File: src/rtl/crc10_pkg.sv
// Shared types, constants and helpers for the crc10 framing controller and its lock tracker.
package crc10_pkg;

  localparam int CRC10_W   = 62;
  localparam int CRC10_LEN = 10;

  typedef enum logic [1:0] {
    HUNT,
    BODY,
    HOLD,
    CHECK
  } crc10_ctrl_st_e;

  typedef enum logic {
    UNLOCKED,
    LOCKED
  } crc10_lock_st_e;

  // Increment that sticks at the all-ones value of a w-bit counter (w <= 32).
  function automatic logic [31:0] sat_inc(input logic [31:0] v, input int unsigned w);
    logic [31:0] max_v;
    max_v = (w >= 32) ? '1 : ((32'd1 << w) - 32'd1);
    return (v == max_v) ? v : v + 32'd1;
  endfunction

endpackage

File: src/rtl/crc10_lock_fsm.sv
// Frame-lock tracker: counts consecutive good frames to lock and consecutive bad frames to unlock.
module crc10_lock_fsm
  import crc10_pkg::*;
#(
  parameter int LOCK_GOOD_THR = 4,
  parameter int LOCK_ERR_THR  = 3
) (
  input  logic           clk_390p625M,
  input  logic           rst,
  input  logic           ok,
  input  logic           err,
  output logic           lock,
  output logic           realign_req,
  output crc10_lock_st_e dbg_state
);

  localparam int RUN_MAX = (LOCK_GOOD_THR > LOCK_ERR_THR) ? LOCK_GOOD_THR : LOCK_ERR_THR;
  localparam int RUN_W   = $clog2(RUN_MAX + 1);
  localparam logic [RUN_W-1:0] GOOD_LAST = RUN_W'(LOCK_GOOD_THR - 1);
  localparam logic [RUN_W-1:0] ERR_LAST  = RUN_W'(LOCK_ERR_THR - 1);

  crc10_lock_st_e   state_q, state_d;
  logic [RUN_W-1:0] good_run_q, good_run_d;
  logic [RUN_W-1:0] err_run_q, err_run_d;
  logic             realign_d;

  always_ff @(posedge clk_390p625M) begin
    if (rst) begin
      state_q     <= UNLOCKED;
      good_run_q  <= '0;
      err_run_q   <= '0;
      realign_req <= 1'b0;
    end else begin
      state_q     <= state_d;
      good_run_q  <= good_run_d;
      err_run_q   <= err_run_d;
      realign_req <= realign_d;
    end
  end

  always_comb begin
    state_d    = state_q;
    good_run_d = good_run_q;
    err_run_d  = err_run_q;
    realign_d  = 1'b0;
    case (state_q)
      UNLOCKED: begin
        if (ok) begin
          if (good_run_q == GOOD_LAST) begin
            state_d    = LOCKED;
            good_run_d = '0;
            err_run_d  = '0;
          end else begin
            good_run_d = good_run_q + 1'b1;
          end
        end else if (err) begin
          good_run_d = '0;
        end
      end
      LOCKED: begin
        if (err) begin
          if (err_run_q == ERR_LAST) begin
            state_d    = UNLOCKED;
            realign_d  = 1'b1;
            good_run_d = '0;
            err_run_d  = '0;
          end else begin
            err_run_d = err_run_q + 1'b1;
          end
        end else if (ok) begin
          err_run_d = '0;
        end
      end
      default: state_d = UNLOCKED;
    endcase
  end

  assign lock      = (state_q == LOCKED);
  assign dbg_state = state_q;

endmodule

File: src/rtl/crc10_frame_ctrl.sv
// Frame sequencer in front of the crc10 checker: frames words, samples the verdict,
// keeps saturating statistics and drives the lock tracker.
module crc10_frame_ctrl
  import crc10_pkg::*;
#(
  parameter int FRAME_WORDS   = 32,
  parameter int LOCK_GOOD_THR = 4,
  parameter int LOCK_ERR_THR  = 3,
  parameter int CNT_W         = 22
) (
  input  logic               clk_390p625M,
  input  logic               rst,
  input  logic               in_valid,
  input  logic               in_sof,
  input  logic [CRC10_W-1:0] in_data,
  output logic               crc10_en,
  output logic [CRC10_W-1:0] crc10_data_out,
  output logic               frame_tail_flag,
  input  logic               check_result,
  output logic               frame_ok,
  output logic               frame_err,
  output logic               lock,
  output logic               realign_req,
  output logic [CNT_W-1:0]   good_cnt,
  output logic [CNT_W-1:0]   abort_cnt,
  output logic [CNT_W-1:0]   drop_cnt,
  output crc10_ctrl_st_e     dbg_state,
  output crc10_lock_st_e     dbg_lock_state
);

  // Handshake: in_valid qualifies in_sof and in_data for one cycle; there is no ready,
  // the source is never stalled and a missing word inside a frame aborts it.

  localparam int IDX_W = $clog2(FRAME_WORDS);
  localparam logic [IDX_W-1:0] LAST_IDX = IDX_W'(FRAME_WORDS - 1);

  crc10_ctrl_st_e     state_q, state_d;
  logic [IDX_W-1:0]   idx_q, idx_d;
  logic               en_d, tail_d, ok_d, err_d, abort_d, drop_d;
  logic [CRC10_W-1:0] data_d;
  logic               sof_word;

  assign sof_word = in_valid & in_sof;

  always_ff @(posedge clk_390p625M) begin
    if (rst) begin
      state_q         <= HUNT;
      idx_q           <= '0;
      crc10_en        <= 1'b0;
      crc10_data_out  <= '0;
      frame_tail_flag <= 1'b0;
      frame_ok        <= 1'b0;
      frame_err       <= 1'b0;
      good_cnt        <= '0;
      abort_cnt       <= '0;
      drop_cnt        <= '0;
    end else begin
      state_q         <= state_d;
      idx_q           <= idx_d;
      crc10_en        <= en_d;
      crc10_data_out  <= data_d;
      frame_tail_flag <= tail_d;
      frame_ok        <= ok_d;
      frame_err       <= err_d;
      if (ok_d)    good_cnt  <= CNT_W'(sat_inc(32'(good_cnt), CNT_W));
      if (abort_d) abort_cnt <= CNT_W'(sat_inc(32'(abort_cnt), CNT_W));
      if (drop_d)  drop_cnt  <= CNT_W'(sat_inc(32'(drop_cnt), CNT_W));
    end
  end

  always_comb begin
    state_d = state_q;
    idx_d   = idx_q;
    en_d    = 1'b0;
    tail_d  = 1'b0;
    data_d  = crc10_data_out;
    ok_d    = 1'b0;
    err_d   = 1'b0;
    abort_d = 1'b0;
    drop_d  = 1'b0;
    case (state_q)
      HUNT: begin
        if (sof_word) begin
          state_d = BODY;
          idx_d   = IDX_W'(1);
          en_d    = 1'b1;
          data_d  = in_data;
        end
      end
      BODY: begin
        if (!in_valid) begin
          // Dropping en for a cycle makes crc10 clear its LFSR.
          abort_d = 1'b1;
          state_d = HUNT;
          idx_d   = '0;
        end else if (in_sof) begin
          abort_d = 1'b1;
          idx_d   = IDX_W'(1);
          en_d    = 1'b1;
          data_d  = in_data;
        end else begin
          en_d   = 1'b1;
          data_d = in_data;
          if (idx_q == LAST_IDX) begin
            tail_d  = 1'b1;
            state_d = HOLD;
            idx_d   = '0;
          end else begin
            idx_d = idx_q + 1'b1;
          end
        end
      end
      HOLD: begin
        drop_d  = sof_word;
        state_d = CHECK;
      end
      CHECK: begin
        drop_d  = sof_word;
        ok_d    = check_result;
        err_d   = ~check_result;
        state_d = HUNT;
      end
      default: state_d = HUNT;
    endcase
  end

  assign dbg_state = state_q;

  // Fed with the next-cycle verdict so lock moves together with the frame_ok/frame_err pulse.
  crc10_lock_fsm #(
    .LOCK_GOOD_THR(LOCK_GOOD_THR),
    .LOCK_ERR_THR (LOCK_ERR_THR)
  ) u_lock (
    .clk_390p625M(clk_390p625M),
    .rst         (rst),
    .ok          (ok_d),
    .err         (err_d),
    .lock        (lock),
    .realign_req (realign_req),
    .dbg_state   (dbg_lock_state)
  );

endmodule
File: config.mk
export PLATFORM = sky130hd
export DESIGN_NAME = crc10_frame_ctrl
export DESIGN_NICKNAME = d
export VERILOG_FILES = /design/src/rtl/crc10_pkg.sv /design/src/rtl/crc10_lock_fsm.sv /design/src/rtl/crc10_frame_ctrl.sv
export SDC_FILE = /design/constraint.sdc
export NUM_CORES = 1
export LEC_CHECK = 0
export CAP_MARGIN = 20
export CORE_MARGIN = 3
export CORE_UTILIZATION = 45
export DETAILED_ROUTE_END_ITERATION = 8
export PLACE_DENSITY = 0.78
export SYNTH_ARGS = -nofsm -noshare
export SYNTH_HDL_FRONTEND = slang
export SYNTH_HIERARCHICAL = 1
export SYNTH_SLANG_ARGS = --single-unit
File: constraint.sdc
create_clock -name clk_390p625M -period 2.2 [get_ports clk_390p625M]
set_input_delay 0.22 -clock clk_390p625M [delete_from_list [all_inputs] [get_ports clk_390p625M]]
set_output_delay 0.22 -clock clk_390p625M [all_outputs]
set_load 0.1 [all_outputs]
Yosys cells after proc, flatten, opt, wreduce, memory -nomap -nowiden
Index checks and enable logic that the tools add are counted.

Register bits after elaboration: 147. Bits in latches: 0. Bits in writable memories: 0. ROM bits: 0. Output and inout bits: 137. Logic and storage cells: 102. Memories: 0.

Add/subtract/negate cells: 6. Multiply operators: 0. Div/mod/pow operators: 0. Order comparisons: 0. Equality and inequality tests: 19. Shift-type cells: 0. Muxes and demuxes: 41. Bitwise gates (word level): 9. Reductions and logical operators: 13.

Operators by type and width (count): $mux 62 (2); $pmux 62 s2 (1); $add 22x1->22 const B (3); $eq 22x22->1 const B (3); $mux 3 (10); $mux 5 (4); $mux 1 (14); $ne 3x3->1 const B (4); $pmux 3 s2 (2); $reduce_and 3->1 (4); $ne 2x2->1 const B (5); $pmux 5 s2 (1); $mux 2 (4); $not 1->1 (8); $pmux 2 s4 (1); $reduce_and 2->1 (4); $add 3x1->3 const B (2); $eq 3x2->1 const B (2); $add 5x1->5 const B (1); $eq 5x5->1 const B (1); $eq 2x2->1 const B (2); $pmux 1 s2 (2); $reduce_or 4->1 (1); $reduce_or 3->1 (1); 6 further kinds (6).

Longest topological paths before layout
Gate-level depths: netlist of run 1.

Depth after elaboration: 5. Depth in mapped cells: 8. Gate-level depth less buffers: 7.

Modules after synthesis
The synthesis of run 1 kept the hierarchy.

Modules (own cells, without submodules): crc10_frame_ctrl (instances 1, cells an instance 723, area an instance 5885.6 sq um); crc10_lock_fsm (instances 1, cells an instance 49, area an instance 439.2 sq um).

Worst setup path after synthesis of run 1
No wires, ideal clock.

Path type: register to register. From: register drop_cnt[0]. To: register drop_cnt[3]. Library setup time: 0.070 ns. Data arrival time: 2.739 ns. Data required time: 2.130 ns. Path slack: -0.610 ns. Cell stages (with the launch flop): 8. Buffers on the path: 1. Period minus slack after synthesis: 2.810 ns. Path through: dfxtp_1 > ha_1 > nand2_1 > or4_1 > o21ai_2 > buf_2 > o21ai_1 > a21oi_1.

Longest elaborated chain between the ends: 3.

RTL lines: from (decl) (RTL line crc10_frame_ctrl.sv:26) `output logic [CNT_W-1:0] drop_cnt,`; from (signal assigned) (RTL line crc10_frame_ctrl.sv:67) `if (drop_d) drop_cnt <= CNT_W'(sat_inc(32'(drop_cnt), CNT_W));`; parallel branches: the longest is 3 deep, another holds $add 22x1->22.

Several ways; the timed one is not identified. A chain may end at the register's enable or synchronous reset.

Final worst setup path of run 1
From: register good_cnt[0]. To: register good_cnt[14].

Longest elaborated chain between the ends: 3.

RTL lines: from (decl) (RTL line crc10_frame_ctrl.sv:24) `output logic [CNT_W-1:0] good_cnt,`; from (signal assigned) (RTL line crc10_frame_ctrl.sv:65) `if (ok_d) good_cnt <= CNT_W'(sat_inc(32'(good_cnt), CNT_W));`; parallel branches: the longest is 3 deep, another holds $add 22x1->22.

Several ways; the timed one is not identified.

==> results.json, run 1 <==
{
  "htreeDepth": 4,
  "r2r_start": "good_cnt[0]$_SDFFE_PP0P_",
  "vdd_drop_max_uv": 637,
  "cts_tree": "done",
  "antenna_cells": 0,
  "utilization_pct": 66.9,
  "cpMostUsedCell": "or4_1",
  "rr_endpoint": "good_cnt[14]$_SDFFE_PP0P_",
  "placementRows": 42,
  "cts_setup_buffers": 0,
  "grt_use_total_pct": 21.7,
  "io_pins": 204,
  "max_freq_mhz": 491,
  "grt_pass1_vias": 5695,
  "crit_path_top_delay_cell": "or4_1",
  "clkLatencyLatePin_ns": 0.41,
  "die-area_sq_um": 15500,
  "leakage_nw": 3.45,
  "cts_buffers": 17,
  "path_cells": "ha_4, inv_1, or4_1, buf_4, or4_1, a21oi_1",
  "required_ns": 2.54,
  "antenna_found_initial": 0,
  "portBuffers": 203,
  "status": "completed",
  "cp-end-kind": "register",
  "syn_area_sq_um": 6320,
  "clock_skew_ns": 0.00834,
  "synth-seq-cells": 147,
  "fin_crit_sh_pct": 92.5,
  "core_area_sq_um": 13500,
  "rsz0062_at_grt": "no",
  "place_inst": 1133,
  "cts_buffer_depth": 2,
  "drt-vias-per-instance": 5.27,
  "path_clk_slew_ns": 0.06,
  "dr.pass1.iters": 6,
  "synthFlopType": "dfxtp_1",
  "worstPathArrival_ns": 2.37,
  "cts_hold_buf": 0,
  "syn_inst": 772,
  "maxCapViolations": 0,
  "min_path_cells": 2,
  "cp_max_fo": 7,
  "setup_tns_ns": 0,
  "drc": 0,
  "hold_violations": 0,
  "initial_core_util_pct": 46.8,
  "design_area_sq_um": 9040,
  "place_area_sq_um": 8420,
  "wl_mm": 17.0,
  "synth-async-reset-ratio_pct": 0,
  "layout_commonest_cell": "buf_4",
  "maxSlewViolCount": 0,
  "worst_pin_slew_ns": 0.563,
  "cp_top_family": "simple AND/OR/NAND/NOR gates",
  "syn2layout_area_growth_pct": 42.9,
  "drt-wirelength-per-cell_um": 14.6,
  "min_path_type": "in -> reg",
  "crit_type": "reg -> reg",
  "hp-start": "rst",
  "stdcell_count": 1165,
  "die-height_um": 125,
  "gr-total-overflow": 0,
  "mostFrequentLayoutCells": "buf_4, nand2_1, a21oi_1, dfxtp_1, clkdlybuf4s50_1",
  "r2r_cells": 6,
  "power-per-cell-area_nw_per_um2": 733,
  "gp_congestion": 0.840,
  "synth_edf_count": 0,
  "rrSetupSlack_ns": 0.16,
  "critPathMaxStageDelay_ns": 0.55,
  "finalSetupViolCount": 0,
  "final_nets": 1049,
  "synth_nets": 845,
  "slew_headroom_pct": 62.4,
  "cp_num_buf_inv": 2,
  "root_buffer": "clkbuf_16",
  "holdPathEnd": "good_cnt[3]$_SDFFE_PP0P_",
  "drive_gt1_share_pct": 27.8,
  "ys_warn_count": 6,
  "clock-sinks": 147,
  "die_w_um": 125,
  "grt_max_degree": 63,
  "syn_avg_cell_area_sq_um": 8.19,
  "ctsResizeCount": 0,
  "yosysUniqueCellTypes": 58,
  "synth-seq-area-share_pct": 46.5,
  "min_period_ns": 2.04,
  "grt_pass1_wl_mm": 28.2,
  "hpwl_mm": 11.9,
  "drt_iter0_drc": 303,
  "vias": 6134,
  "startpoint_type": "register",
  "ant_nets": 0
}
-- how the worst max path moves through the flow --
stage                                          from                          to  cells after the start
after floorplan            good_cnt[6]$_SDFFE_PP0P_   good_cnt[20]$_SDFFE_PP0P_                      7
after global placement     good_cnt[0]$_SDFFE_PP0P_    good_cnt[1]$_SDFFE_PP0P_                      7
after detailed placement                     in_sof  abort_cnt[16]$_SDFFE_PP0P_                      7
after CTS                  good_cnt[0]$_SDFFE_PP0P_    good_cnt[1]$_SDFFE_PP0P_                      7
after global routing      dbg_state[0]$_SDFFE_PP0P_  abort_cnt[16]$_SDFFE_PP0P_                      6
final                      good_cnt[0]$_SDFFE_PP0P_   good_cnt[14]$_SDFFE_PP0P_                      6
-- power breakdown --
part           internal, mW  switching (mW)
Sequential             2.71          0.0376
Combinational         0.249           0.651
Clock                  1.88            1.10
Total                  4.84            1.79
-- Yosys cell counts (all sizes together) (3+ instances only) --
master | count | area (sq um)
a211oi | 13 | 97.6
a21oi | 90 | 450
and3 | 5 | 31.3
and4 | 8 | 70.1
buf | 9 | 60.1
clkbuf | 33 | 124
dfxtp | 147 | 2940
ha | 6 | 75.1
inv | 11 | 41.3
nand2 | 156 | 588
nand2b | 11 | 68.8
nand3 | 26 | 135
nand4 | 14 | 87.6
nand4b | 3 | 26.3
nor2 | 63 | 236
nor2b | 10 | 62.6
nor3 | 17 | 95.1
nor3b | 3 | 27.5
nor4 | 16 | 121
o2111ai | 5 | 43.8
o21a | 4 | 30.0
o21ai | 27 | 143
o31ai | 3 | 22.5
or2 | 3 | 18.8
or3 | 15 | 93.8
or4 | 9 | 67.6
xnor2 | 24 | 210
xor2 | 13 | 114
-- stage by stage --
stage | power, mW | hold slack [ns] | worst slack, ns
after floorplan | 3.42 | 0.299 | 0.00623
after global placement | 3.71 | 0.442 | 0.208
after detailed placement | 3.71 | 0.447 | 0.172
after CTS | 6.70 | 0.278 | 0.159
after global routing | 6.87 | 0.306 | 0.000597
final | 6.63 | 0.282 | 0.165
-- registers in the layout, summed over array words and instances, names as in the netlist, named ones only --
register	flops
abort_cnt	22
crc10_data_out	62
crc10_en	1
dbg_state	1
drop_cnt	22
frame_err	1
frame_ok	1
frame_tail_flag	1
good_cnt	22
idx_q	5
u_lock/dbg_state	1
u_lock/err_run_q	3
u_lock/good_run_q	3
u_lock/realign_req	1
-- cell families after synthesis --
group	after synthesis	share of synthesized area, %
AO/OA/AOI/OAI	160	14.9
XOR/XNOR	37	5.12
adder cells (fa/ha/maj)	6	1.19
buffers and inverters	53	3.56
flip-flops	147	46.5
multiplexers	4	0.673
AND/OR/NAND/NOR	365	28.1
-- cell type report --
cell class              count  area, sq um
repair buffers            227         1900
flip-flops and latches    147         3060
clock buffers              22          508
well taps                 176          220
fillers                  1117         4470
clock inverters            10          116
inverters                  11         41.3
multi-input cells         572         3190
-- routing by layer --
metal / up-vias / GRT usage (%) / wire length, um
met1: 2833 / 26.9 / 7110
met2: 184 / 34.8 / 8170
met5: - / 0 / 0
met4: 0 / 5.22 / 167
li1: 3107 / - / -
met3: 10 / 9.31 / 1560
Power figures use the tool's default switching activity.
==> run 2: changes to the inputs <==
--- a/config.mk
+++ b/config.mk
@@ -6,9 +6,11 @@
 export NUM_CORES = 1
 export LEC_CHECK = 0
 export CAP_MARGIN = 20
+export CORE_ASPECT_RATIO = 2
 export CORE_MARGIN = 3
 export CORE_UTILIZATION = 45
 export DETAILED_ROUTE_END_ITERATION = 8
+export MAX_ROUTING_LAYER = met4
 export PLACE_DENSITY = 0.78
 export SYNTH_ARGS = -nofsm -noshare
 export SYNTH_HDL_FRONTEND = slang
==> results.json, run 2 (synthesis gave the netlist of run 1 again) <==
{
  "status": "completed",
  "gr-total-overflow": 0,
  "antenna_found_initial": 1,
  "leakage_nw": 3.46,
  "startpoint_type": "register",
  "die_w_um": 89.8,
  "dp_slack_ns": 0.118,
  "mostFrequentLayoutCells": "buf_4, nand2_1, a21oi_1, dfxtp_1, clkdlybuf4s50_1",
  "wl_met1_mm": 6.34,
  "layout_commonest_cell": "buf_4",
  "worst_pin_slew_ns": 0.681,
  "top_layer_used": "met4",
  "design_area_sq_um": 9070,
  "core_area_sq_um": 13600,
  "syn2layout_area_growth_pct": 43.4,
  "htreeDepth": 4,
  "cts_setup_buffers": 0,
  "io_pins": 204,
  "wl_met2_mm": 10.2,
  "setup_tns_ns": 0,
  "portBuffers": 203,
  "fin_crit_sh_pct": 95.2,
  "hold_violations": 0,
  "finalSetupViolCount": 0,
  "grt_use_total_pct": 24.1,
  "required_ns": 2.53,
  "drt-vias-per-instance": 5.32,
  "slew_headroom_pct": 54.6,
  "top_register": "crc10_data_out",
  "grt_max_degree": 66,
  "vias": 6262,
  "place_inst": 1144,
  "path_clk_slew_ns": 0.07,
  "clkLatencyLatePin_ns": 0.42,
  "max_freq_mhz": 477,
  "drive_gt1_share_pct": 28.2,
  "setup_slack_ns": 0.105,
  "maxSlewViolCount": 0,
  "drc": 0,
  "min_period_ns": 2.10,
  "clock_skew_ns": 0.0106,
  "die-area_sq_um": 15600,
  "final_nets": 1050,
  "worstPathArrival_ns": 2.42,
  "wl_met3_um": 942,
  "wl_mm": 18.2,
  "vdd_drop_max_uv": 563,
  "ant_nets": 0,
  "crit_type": "reg -> reg",
  "cts_buffers": 17,
  "hpwl_mm": 13.6,
  "power-per-cell-area_nw_per_um2": 735,
  "die-height_um": 174,
  "largest_reg_flops": 62,
  "clock-sinks": 147,
  "place_area_sq_um": 8440,
  "cp_max_fo": 11,
  "drt-wirelength-per-cell_um": 15.4,
  "utilization_pct": 66.8,
  "initial_core_util_pct": 46.5,
  "dr.pass1.iters": 4,
  "stdcell_count": 1177,
  "cts_tree": "done",
  "gp_congestion": 0.870,
  "maxCapViolations": 0,
  "root_buffer": "clkbuf_16",
  "placementRows": 60,
  "rsz0062_at_grt": "no",
  "cts_buffer_depth": 2,
  "min_path_type": "in -> reg",
  "drt_iter0_drc": 247,
  "grt_pass1_vias": 6274,
  "grt_pass1_wl_mm": 30.0,
  "cp-end-kind": "register"
}
==> run 2: critical path, stage by stage (launching register included) <==
cell and delay [ns]:
dfxtp_4 0.39, ha_4 0.17, inv_1 0.06, or4_1 0.57
buf_6 0.18, or4_1 0.50, a21oi_1 0.15
==> run 2: worst paths after layout <==
check,startpoint,to,slack (ns),depth (start not counted)
worst max register to register,good_cnt[0]$_SDFFE_PP0P_,good_cnt[14]$_SDFFE_PP0P_,0.10,6
worst min-delay path,rst,good_cnt[16]$_SDFFE_PP0P_,0.33,2
worst min register to register,crc10_data_out[49]$_SDFFE_PP0P_,crc10_data_out[49]$_SDFFE_PP0P_,0.46,2
worst max-delay path,good_cnt[0]$_SDFFE_PP0P_,good_cnt[14]$_SDFFE_PP0P_,0.10,6
==> run 2: cell type report <==
type | instances | area [sq um]
Multi-Input combinational cell | 572 | 3200
Clock buffer | 20 | 500
Inverter | 11 | 41.3
Antenna cell | 1 | 2.50
Timing Repair Buffer | 228 | 1920
Clock inverter | 12 | 126
Tap cell | 186 | 233
Sequential cell | 147 | 3060
Fill cell | 1172 | 4520
==> run 2: power breakdown <==
part | internal [mW] | total, mW | leakage [nW] | switching (mW)
combinational | 0.250 | 0.905 | 1.92 | 0.655
sequential | 2.71 | 2.75 | 1.23 | 0.0380
clock | 1.80 | 3.02 | 0.308 | 1.22
total | 4.76 | 6.67 | 3.46 | 1.91
==> run 2: repair_timing <==
item,CTS,global route
setup endpoints to repair,0,2
hold buffers,0,0
gates resized for setup,0,2
==> run 2: through the flow <==
step	hold WS (ns)	power [mW]
after floorplan	0.299	3.42
after global placement	0.442	3.71
after detailed placement	0.447	3.72
after CTS	0.318	6.74
after global routing	0.334	6.92
final	0.329	6.67
==> run 2: per-layer routing <==
metal / track usage (%) / up-vias
met5: - / -
met4: 10.6 / 0
met3: 5.95 / 50
met2: 45.3 / 204
met1: 22.9 / 2909
li1: - / 3099
==> run 3: changes to the inputs <==
--- a/config.mk
+++ b/config.mk
@@ -12,6 +12,7 @@
 export DETAILED_ROUTE_END_ITERATION = 8
 export MAX_ROUTING_LAYER = met4
 export PLACE_DENSITY = 0.78
+export SLEW_MARGIN = 10
 export SYNTH_ARGS = -nofsm -noshare
 export SYNTH_HDL_FRONTEND = slang
 export SYNTH_HIERARCHICAL = 1
==> results of run 3 <==
No change in the layout: final DEF, timing and power equal those of run 2.
